===== config.mk =====
export PLATFORM = sky130hd
export DESIGN_NAME = uibi_xbar_flat
export DESIGN_NICKNAME = d
export VERILOG_FILES = /design/src/rtl/uibi_xbar_if.sv /design/src/rtl/uibi_xbar.sv /design/src/flat_wrapper.sv
export SDC_FILE = /design/constraint.sdc
export NUM_CORES = 1
export LEC_CHECK = 0
export CAP_MARGIN = 20
export CELL_PAD_IN_SITES_DETAIL_PLACEMENT = 0
export CELL_PAD_IN_SITES_GLOBAL_PLACEMENT = 1
export CORE_AREA = 2 2 280 282
export CTS_CLUSTER_SIZE = 25
export DETAILED_ROUTE_END_ITERATION = 10
export DIE_AREA = 0 0 282 284
export GPL_ROUTABILITY_DRIVEN = 0
export PLACE_DENSITY_LB_ADDON = 0.1
export SLEW_MARGIN = 20
export SYNTH_ARGS = -nofsm -noshare
export SYNTH_HDL_FRONTEND = slang
export SYNTH_SLANG_ARGS = --single-unit

===== constraint.sdc =====
create_clock -name clk -period 5.1 [get_ports clk]
set_input_delay 0.51 -clock clk [delete_from_list [all_inputs] [get_ports clk]]
set_output_delay 0.51 -clock clk [all_outputs]
set_load 0.05 [all_outputs]

===== src/rtl/uibi_xbar_if.sv =====
// Master-side bus of the UIBI crossbar: request fields from the master, and the
// read data / completion / error returned to it.
interface uibi_xbar_if #(
  parameter int XLEN        = 32,
  parameter int SLAVE_WIDTH = 4
);
  logic                        bus_req;
  logic                        bus_wen;
  logic [2:0]                  bus_mode;
  logic [SLAVE_WIDTH-1:0]      bus_num;
  logic [XLEN-SLAVE_WIDTH-1:0] bus_addr;
  logic [XLEN-1:0]             bus_dat_o;
  logic [XLEN-1:0]             bus_dat_i;
  logic                        bus_ready;
  logic                        bus_err;

  // master: the initiating core
  modport master (
    output bus_req, bus_wen, bus_mode, bus_num, bus_addr, bus_dat_o,
    input  bus_dat_i, bus_ready, bus_err
  );

  // slave: the crossbar's upstream port
  modport slave (
    input  bus_req, bus_wen, bus_mode, bus_num, bus_addr, bus_dat_o,
    output bus_dat_i, bus_ready, bus_err
  );
endinterface


===== src/rtl/uibi_xbar.sv =====
// Single-master UIBI crossbar: captures one request, routes it to the addressed
// slave, waits for that slave's ready (or a timeout), then returns a one-cycle response.
module uibi_xbar #(
  parameter int                            XLEN        = 32,
  parameter int                            SLAVE_WIDTH = 4,
  parameter logic [(2**SLAVE_WIDTH)-1:0]   SLAVE_MASK  = 16'h3501,
  parameter int                            TIMEOUT     = 255
) (
  input  logic                                        clk,
  input  logic                                        rst,
  uibi_xbar_if.slave                                  mst,
  output logic [(2**SLAVE_WIDTH)-1:0]                 s_sel,
  output logic                                        s_wen,
  output logic [2:0]                                  s_mode,
  output logic [XLEN-SLAVE_WIDTH-1:0]                 s_addr,
  output logic [XLEN-1:0]                             s_dat_o,
  input  logic [(2**SLAVE_WIDTH)-1:0][XLEN-1:0]       s_dat_i,
  input  logic [(2**SLAVE_WIDTH)-1:0]                 s_ready
);
  localparam int NSLV = 2**SLAVE_WIDTH;
  localparam int AW   = XLEN - SLAVE_WIDTH;
  localparam int CW   = $clog2(TIMEOUT + 1);

  typedef struct packed {
    logic                   wen;
    logic [2:0]             mode;
    logic [SLAVE_WIDTH-1:0] num;
    logic [AW-1:0]          addr;
    logic [XLEN-1:0]        dat;
  } req_t;

  typedef enum logic [1:0] {IDLE, ACCESS, RESP} state_t;

  state_t          state_q, state_d;
  req_t            req_q;
  logic [CW-1:0]   cnt_q;
  logic [XLEN-1:0] rdata_q;
  logic            err_q;

  logic mapped, hit, tmo, sel_en;

  assign mapped = SLAVE_MASK[mst.bus_num];
  assign hit    = s_ready[req_q.num];
  assign tmo    = (cnt_q == CW'(TIMEOUT - 1));

  // state register
  always_ff @(posedge clk) begin
    if (rst) state_q <= IDLE;
    else     state_q <= state_d;
  end

  // next state
  always_comb begin
    state_d = state_q;
    case (state_q)
      IDLE:    if (mst.bus_req) state_d = mapped ? ACCESS : RESP;
      ACCESS:  if (hit || tmo)  state_d = RESP;
      RESP:    state_d = IDLE;
      default: state_d = IDLE;
    endcase
  end

  // outputs
  always_comb begin
    sel_en        = (state_q == ACCESS);
    mst.bus_ready = (state_q == RESP);
    mst.bus_err   = (state_q == RESP) && err_q;
    mst.bus_dat_i = rdata_q;
  end

  // request capture, access counter and response latch; ready beats timeout
  always_ff @(posedge clk) begin
    if (rst) begin
      req_q   <= '0;
      cnt_q   <= '0;
      rdata_q <= '0;
      err_q   <= 1'b0;
    end else begin
      case (state_q)
        IDLE: if (mst.bus_req) begin
          req_q <= '{wen: mst.bus_wen, mode: mst.bus_mode, num: mst.bus_num,
                     addr: mst.bus_addr, dat: mst.bus_dat_o};
          cnt_q <= '0;
          if (!mapped) begin
            rdata_q <= '0;
            err_q   <= 1'b1;
          end
        end
        ACCESS: begin
          if (hit) begin
            rdata_q <= s_dat_i[req_q.num];
            err_q   <= 1'b0;
          end else if (tmo) begin
            rdata_q <= '0;
            err_q   <= 1'b1;
          end else begin
            cnt_q <= cnt_q + 1'b1;
          end
        end
        default: ;
      endcase
    end
  end

  for (genvar n = 0; n < NSLV; n++) begin : g_sel
    assign s_sel[n] = sel_en && (req_q.num == SLAVE_WIDTH'(n));
  end

  assign s_wen   = req_q.wen;
  assign s_mode  = req_q.mode;
  assign s_addr  = req_q.addr;
  assign s_dat_o = req_q.dat;
endmodule


===== src/flat_wrapper.sv =====
// flat-port wrapper written by rule: the top's interface ports become plain ports
module uibi_xbar_flat 
#(
  parameter int                            XLEN        = 32,
  parameter int                            SLAVE_WIDTH = 4,
  parameter logic [(2**SLAVE_WIDTH)-1:0]   SLAVE_MASK  = 16'h3501,
  parameter int                            TIMEOUT     = 255
)
  (clk, rst, s_sel, s_wen, s_mode, s_addr, s_dat_o, s_dat_i, s_ready, mst_bus_req, mst_bus_wen, mst_bus_mode, mst_bus_num, mst_bus_addr, mst_bus_dat_o, mst_bus_dat_i, mst_bus_ready, mst_bus_err);
  uibi_xbar_if #(.XLEN(XLEN), .SLAVE_WIDTH(SLAVE_WIDTH)) mst_i ();
  input  logic clk;
  input  logic rst;
  output logic [(2**SLAVE_WIDTH)-1:0] s_sel;
  output logic s_wen;
  output logic [2:0] s_mode;
  output logic [XLEN-SLAVE_WIDTH-1:0] s_addr;
  output logic [XLEN-1:0] s_dat_o;
  input  logic [(2**SLAVE_WIDTH)-1:0][XLEN-1:0] s_dat_i;
  input  logic [(2**SLAVE_WIDTH)-1:0] s_ready;
  input wire logic [$bits(mst_i.bus_req)-1:0] mst_bus_req;
  input wire logic [$bits(mst_i.bus_wen)-1:0] mst_bus_wen;
  input wire logic [$bits(mst_i.bus_mode)-1:0] mst_bus_mode;
  input wire logic [$bits(mst_i.bus_num)-1:0] mst_bus_num;
  input wire logic [$bits(mst_i.bus_addr)-1:0] mst_bus_addr;
  input wire logic [$bits(mst_i.bus_dat_o)-1:0] mst_bus_dat_o;
  output wire logic [$bits(mst_i.bus_dat_i)-1:0] mst_bus_dat_i;
  output wire logic [$bits(mst_i.bus_ready)-1:0] mst_bus_ready;
  output wire logic [$bits(mst_i.bus_err)-1:0] mst_bus_err;
  assign mst_i.bus_req = mst_bus_req;
  assign mst_i.bus_wen = mst_bus_wen;
  assign mst_i.bus_mode = mst_bus_mode;
  assign mst_i.bus_num = mst_bus_num;
  assign mst_i.bus_addr = mst_bus_addr;
  assign mst_i.bus_dat_o = mst_bus_dat_o;
  assign mst_bus_dat_i = mst_i.bus_dat_i;
  assign mst_bus_ready = mst_i.bus_ready;
  assign mst_bus_err = mst_i.bus_err;
  uibi_xbar #(.XLEN(XLEN), .SLAVE_WIDTH(SLAVE_WIDTH), .SLAVE_MASK(SLAVE_MASK), .TIMEOUT(TIMEOUT)) u_core (.clk(clk), .rst(rst), .mst(mst_i), .s_sel(s_sel), .s_wen(s_wen), .s_mode(s_mode), .s_addr(s_addr), .s_dat_o(s_dat_o), .s_dat_i(s_dat_i), .s_ready(s_ready));
endmodule

==> summary.txt <==
Critical path
  – CP max stage cell: clkdlybuf4s50_1
  – WP buf/inv: 1
  – Crit. End Element: output pin
  – Required time of the worst setup path: 4590 ps
  – Startpoint types: register
  – Setup slack, reg-to-reg: roughly 2100 ps
  – FF-to-FF path depth: 5
  – FF-to-FF End: u_core.mst.bus_dat_i[12]$_SDFFE_PP0P_
  – WS Path Type: reg2out
  – CP peak stage delay: 850 ps
  – Worst EP arrival: 2760 ps
  – RR Startpoint: u_core.req_q[61]$_SDFFE_PP0P_
  – Crit-path max FO: 7
  – Worst path top cell family by delay: simple AND/OR/NAND/NOR gates
  – CP Cell Sequence: nor2b_1, nand3_1, nor3_1, clkdlybuf4s50_1

STA
  – Final worst path period share: 64.19%
  – Slew HR: between 30% and 40%
  – Minimum clock period: 3274 ps
  – Clock Skews: 19.12 ps
  – Max Freq: about 0.31 GHz
  – Final Setup Violations: 0
  – Final Max Tran Viols: 0
  – RSZ-0062 raised after global routing: false
  – Slew @ Worst Pin: 938.7 ps
  – Hold Fails Final Rpt: 0
  – TNS Setup: 0 ps

Synth
  – Post-synth EDFFs: 0
  – Cell taking the most area after synthesis: mux4_2
  – Avg Cell Area, Syn: 11.40 sq um
  – Post-synthesis sequential area ratio: 26.59%
  – Yosys Warn Count: 0
  – Post-synth ARST share: 0%
  – Cells after Synth: approximately 730
  – Mapped Nets: 1334
  – Ys flop type: dfxtp_1
  – Synth area leaders: mux4_2 (44%), dfxtp_1 (27%), nand2_1 (6.4%), buf_4 (5.7%), a21oi_1 (4.2%)
  – Synth unique cells: 39
  – Synthesized area: 8357 sq um
  – Synthesis-stage register bit count: about 110
  – Yosys top cell area share: 44.47%

Final layout
  – Commonest non-fill, non-tap cells in the layout: clkdlybuf4s50_1 (711), mux4_2 (165), nand2_1 (142)
  – Area Growth Syn to Fin: 96.75%
  – Post-layout util: 21.37%
  – Share of layout cells above drive strength 1: 15.09%
  – Most common cell after layout, fill and taps aside: clkdlybuf4s50_1
  – Fill cell count: 8302
  – Final Instance Count excl. Fillers: 2390
  – Final #Nets: 1935

GRT
  – Vias in the first global route: 9645
  – Largest net degree at the start of global routing: 123
  – Grt ovf: 0
  – Initial antenna violation count: 51
  – Total track usage: 16.03%
  – First-pass GRT wire length: 86640 um

Pwr
  – Design Power: 3057 uW
  – PwrDens: about 190 nW/um^2
  – Leakage Power: 0.005291 uW
  – Peak supply drop: about 0.00015 V

Place
  – Dpl hpwl: between 50000 and 60000 um
  – Inst Count DP: 2363
  – Port Buffers: 712

Clocking
  – Post-cts resize count: 0
  – H-tree level count: 3
  – Root buffer cell: clkbuf_16
  – Clock tree buffer depth: 2
  – Hold-fix buffers, CTS: 0
  – Clk pin slew, worst setup/hold paths: about 90 ps
  – Clk sinks: between 100 and 150
  – Post-CTS setup buffer count: 0
  – TritonCTS Buffers: 9
  – Clock insertion delay at the later pin of the skew report: around 400 ps
  – CTS tree: built

Routing
  – WL/cell: 27.52 um
  – Drt first pass iters: 4
  – 1st-iter DRT viols: 397
  – Vias post-DR: 9009
  – Vias per Instance: 3.769
  – Routed Antenna Nets: 0
  – DRC Markers: 0
  – Final WL: 65770 um

Floorplan
  – Die X: between 200 and 300 um
  – Total core area: 76960 sq um
  – FP Rows: 102
  – Num ports: 713
  – Die ar.: 80090 sq um
  – Die Ht: approximately 280 um
  – Initial cell density of the core: 10.86%

Hold path
  – Hold Crit Class: reg2reg
  – Worst hold endpoint: u_core.s_dat_o[10]$_SDFFE_PP0P_
  – Hold Crit Start: u_core.s_dat_o[10]$_SDFFE_PP0P_
  – Hold Crit Depth: 2

Flow run
  – Max Cap Violations: 0

Run status
  – Status: complete, no violations
==> cell type report <==
type | instances | area (sq um) | share of cell area (%)
timing repair buffer | 723 | 7229 | 43.97
antenna | 11 | 27.53 | 0.1674
sequential | 111 | 2235 | 13.59
multi-input combinational | 481 | 5330 | 32.42
clock buffer | 10 | 229.0 | 1.393
inverter | 8 | 30.03 | 0.1826
tap | 1040 | 1301 | 7.914
clock inverter | 6 | 60.06 | 0.3653
==> worst max path at each step <==
stage / startpoint / cells after the start / slack (ps) / endpoint
floorplan: u_core.req_q[63]$_SDFFE_PP0P_ / 4 / 2300 / s_sel[9]
global placement: s_ready[7] / 6 / 1900 / u_core.mst.bus_dat_i[14]$_SDFFE_PP0P_
detailed placement: s_ready[7] / 6 / 1910 / u_core.mst.bus_dat_i[17]$_SDFFE_PP0P_
CTS: u_core.state_q[0]$_SDFFE_PP0P_ / 4 / 1660 / s_sel[9]
global route: u_core.state_q[0]$_SDFFE_PP0P_ / 4 / 1580 / s_sel[9]
finish: u_core.state_q[0]$_SDFFE_PP0P_ / 4 / 1830 / s_sel[9]
==> worst register-to-register path, cell delays in order, from the launching register on <==
cell and delay, ps:
dfxtp_4 620, mux4_2 640, mux4_2 610, nor2_4 260, o41a_4 500, a22o_1 290
==> layer usage <==
layer / vias to the layer above / wire [um] / global-route usage, % / share of wire (%)
li1: 3986 / - / - / -
met1: 4456 / 24070 / 17.32 / 37
met2: 438 / 34770 / 29.78 / 53
met3: 95 / 5400 / 5.500 / 8.2
met4: 34 / 1307 / 3.364 / 2.0
met5: - / 217 / 0 / 0.33
==> cell families after synthesis <==
group | count (synthesis) | share of synthesized area [%]
AO/OA/AOI/OAI | 122 | 9.403
adder cells (fa/ha/maj) | 2 | 0.2994
buffers and inverters | 141 | 9.687
flip-flops | 111 | 26.59
multiplexers | 166 | 44.59
AND/OR/NAND/NOR | 191 | 9.433
==> Yosys cell counts (2+ instances only) <==
cell / n
buf_4: 63
buf_2: 11
inv_1: 7
o21ai_1: 6
mux4_2: 165
buf_1: 10
a41o_1: 2
and3_1: 3
o21ai_0: 2
buf_6: 4
nand2b_1: 4
nor2_1: 20
nand3_1: 5
a22o_1: 32
nor2b_1: 3
nand2_1: 142
ha_1: 2
a2111oi_0: 2
o31ai_1: 3
a21oi_1: 70
dfxtp_1: 111
nor3_1: 5
clkbuf_1: 45
==> power by group <==
group | total (uW) | switching, uW | internal, uW
clock network | 784 | 437 | 347
logic | 1310 | 542 | 770
registers | 961 | 48.1 | 913
==> state kept, by name (all words and copies together), names as in the netlist <==
name,count
u_core.mst.bus_dat_i,32
u_core.cnt_q,8
u_core.s_addr,28
u_core.state_q,2
u_core.req_q,4
u_core.s_wen,1
u_core.s_dat_o,32
u_core.err_q,1
u_core.s_mode,3
==> through the flow <==
stage	setup slack (ps)	hold slack [ps]	cell area, sq um
2_1_floorplan	2299	435.9	8357
3_3_place_gp	1904	441.6	16130
3_5_place_dp	1915	448.0	16130
4_1_cts	1661	460.1	16410
5_1_grt	1583	480.9	16420
6_report	1826	457.2	16440
(Power assumes the default switching activity.)
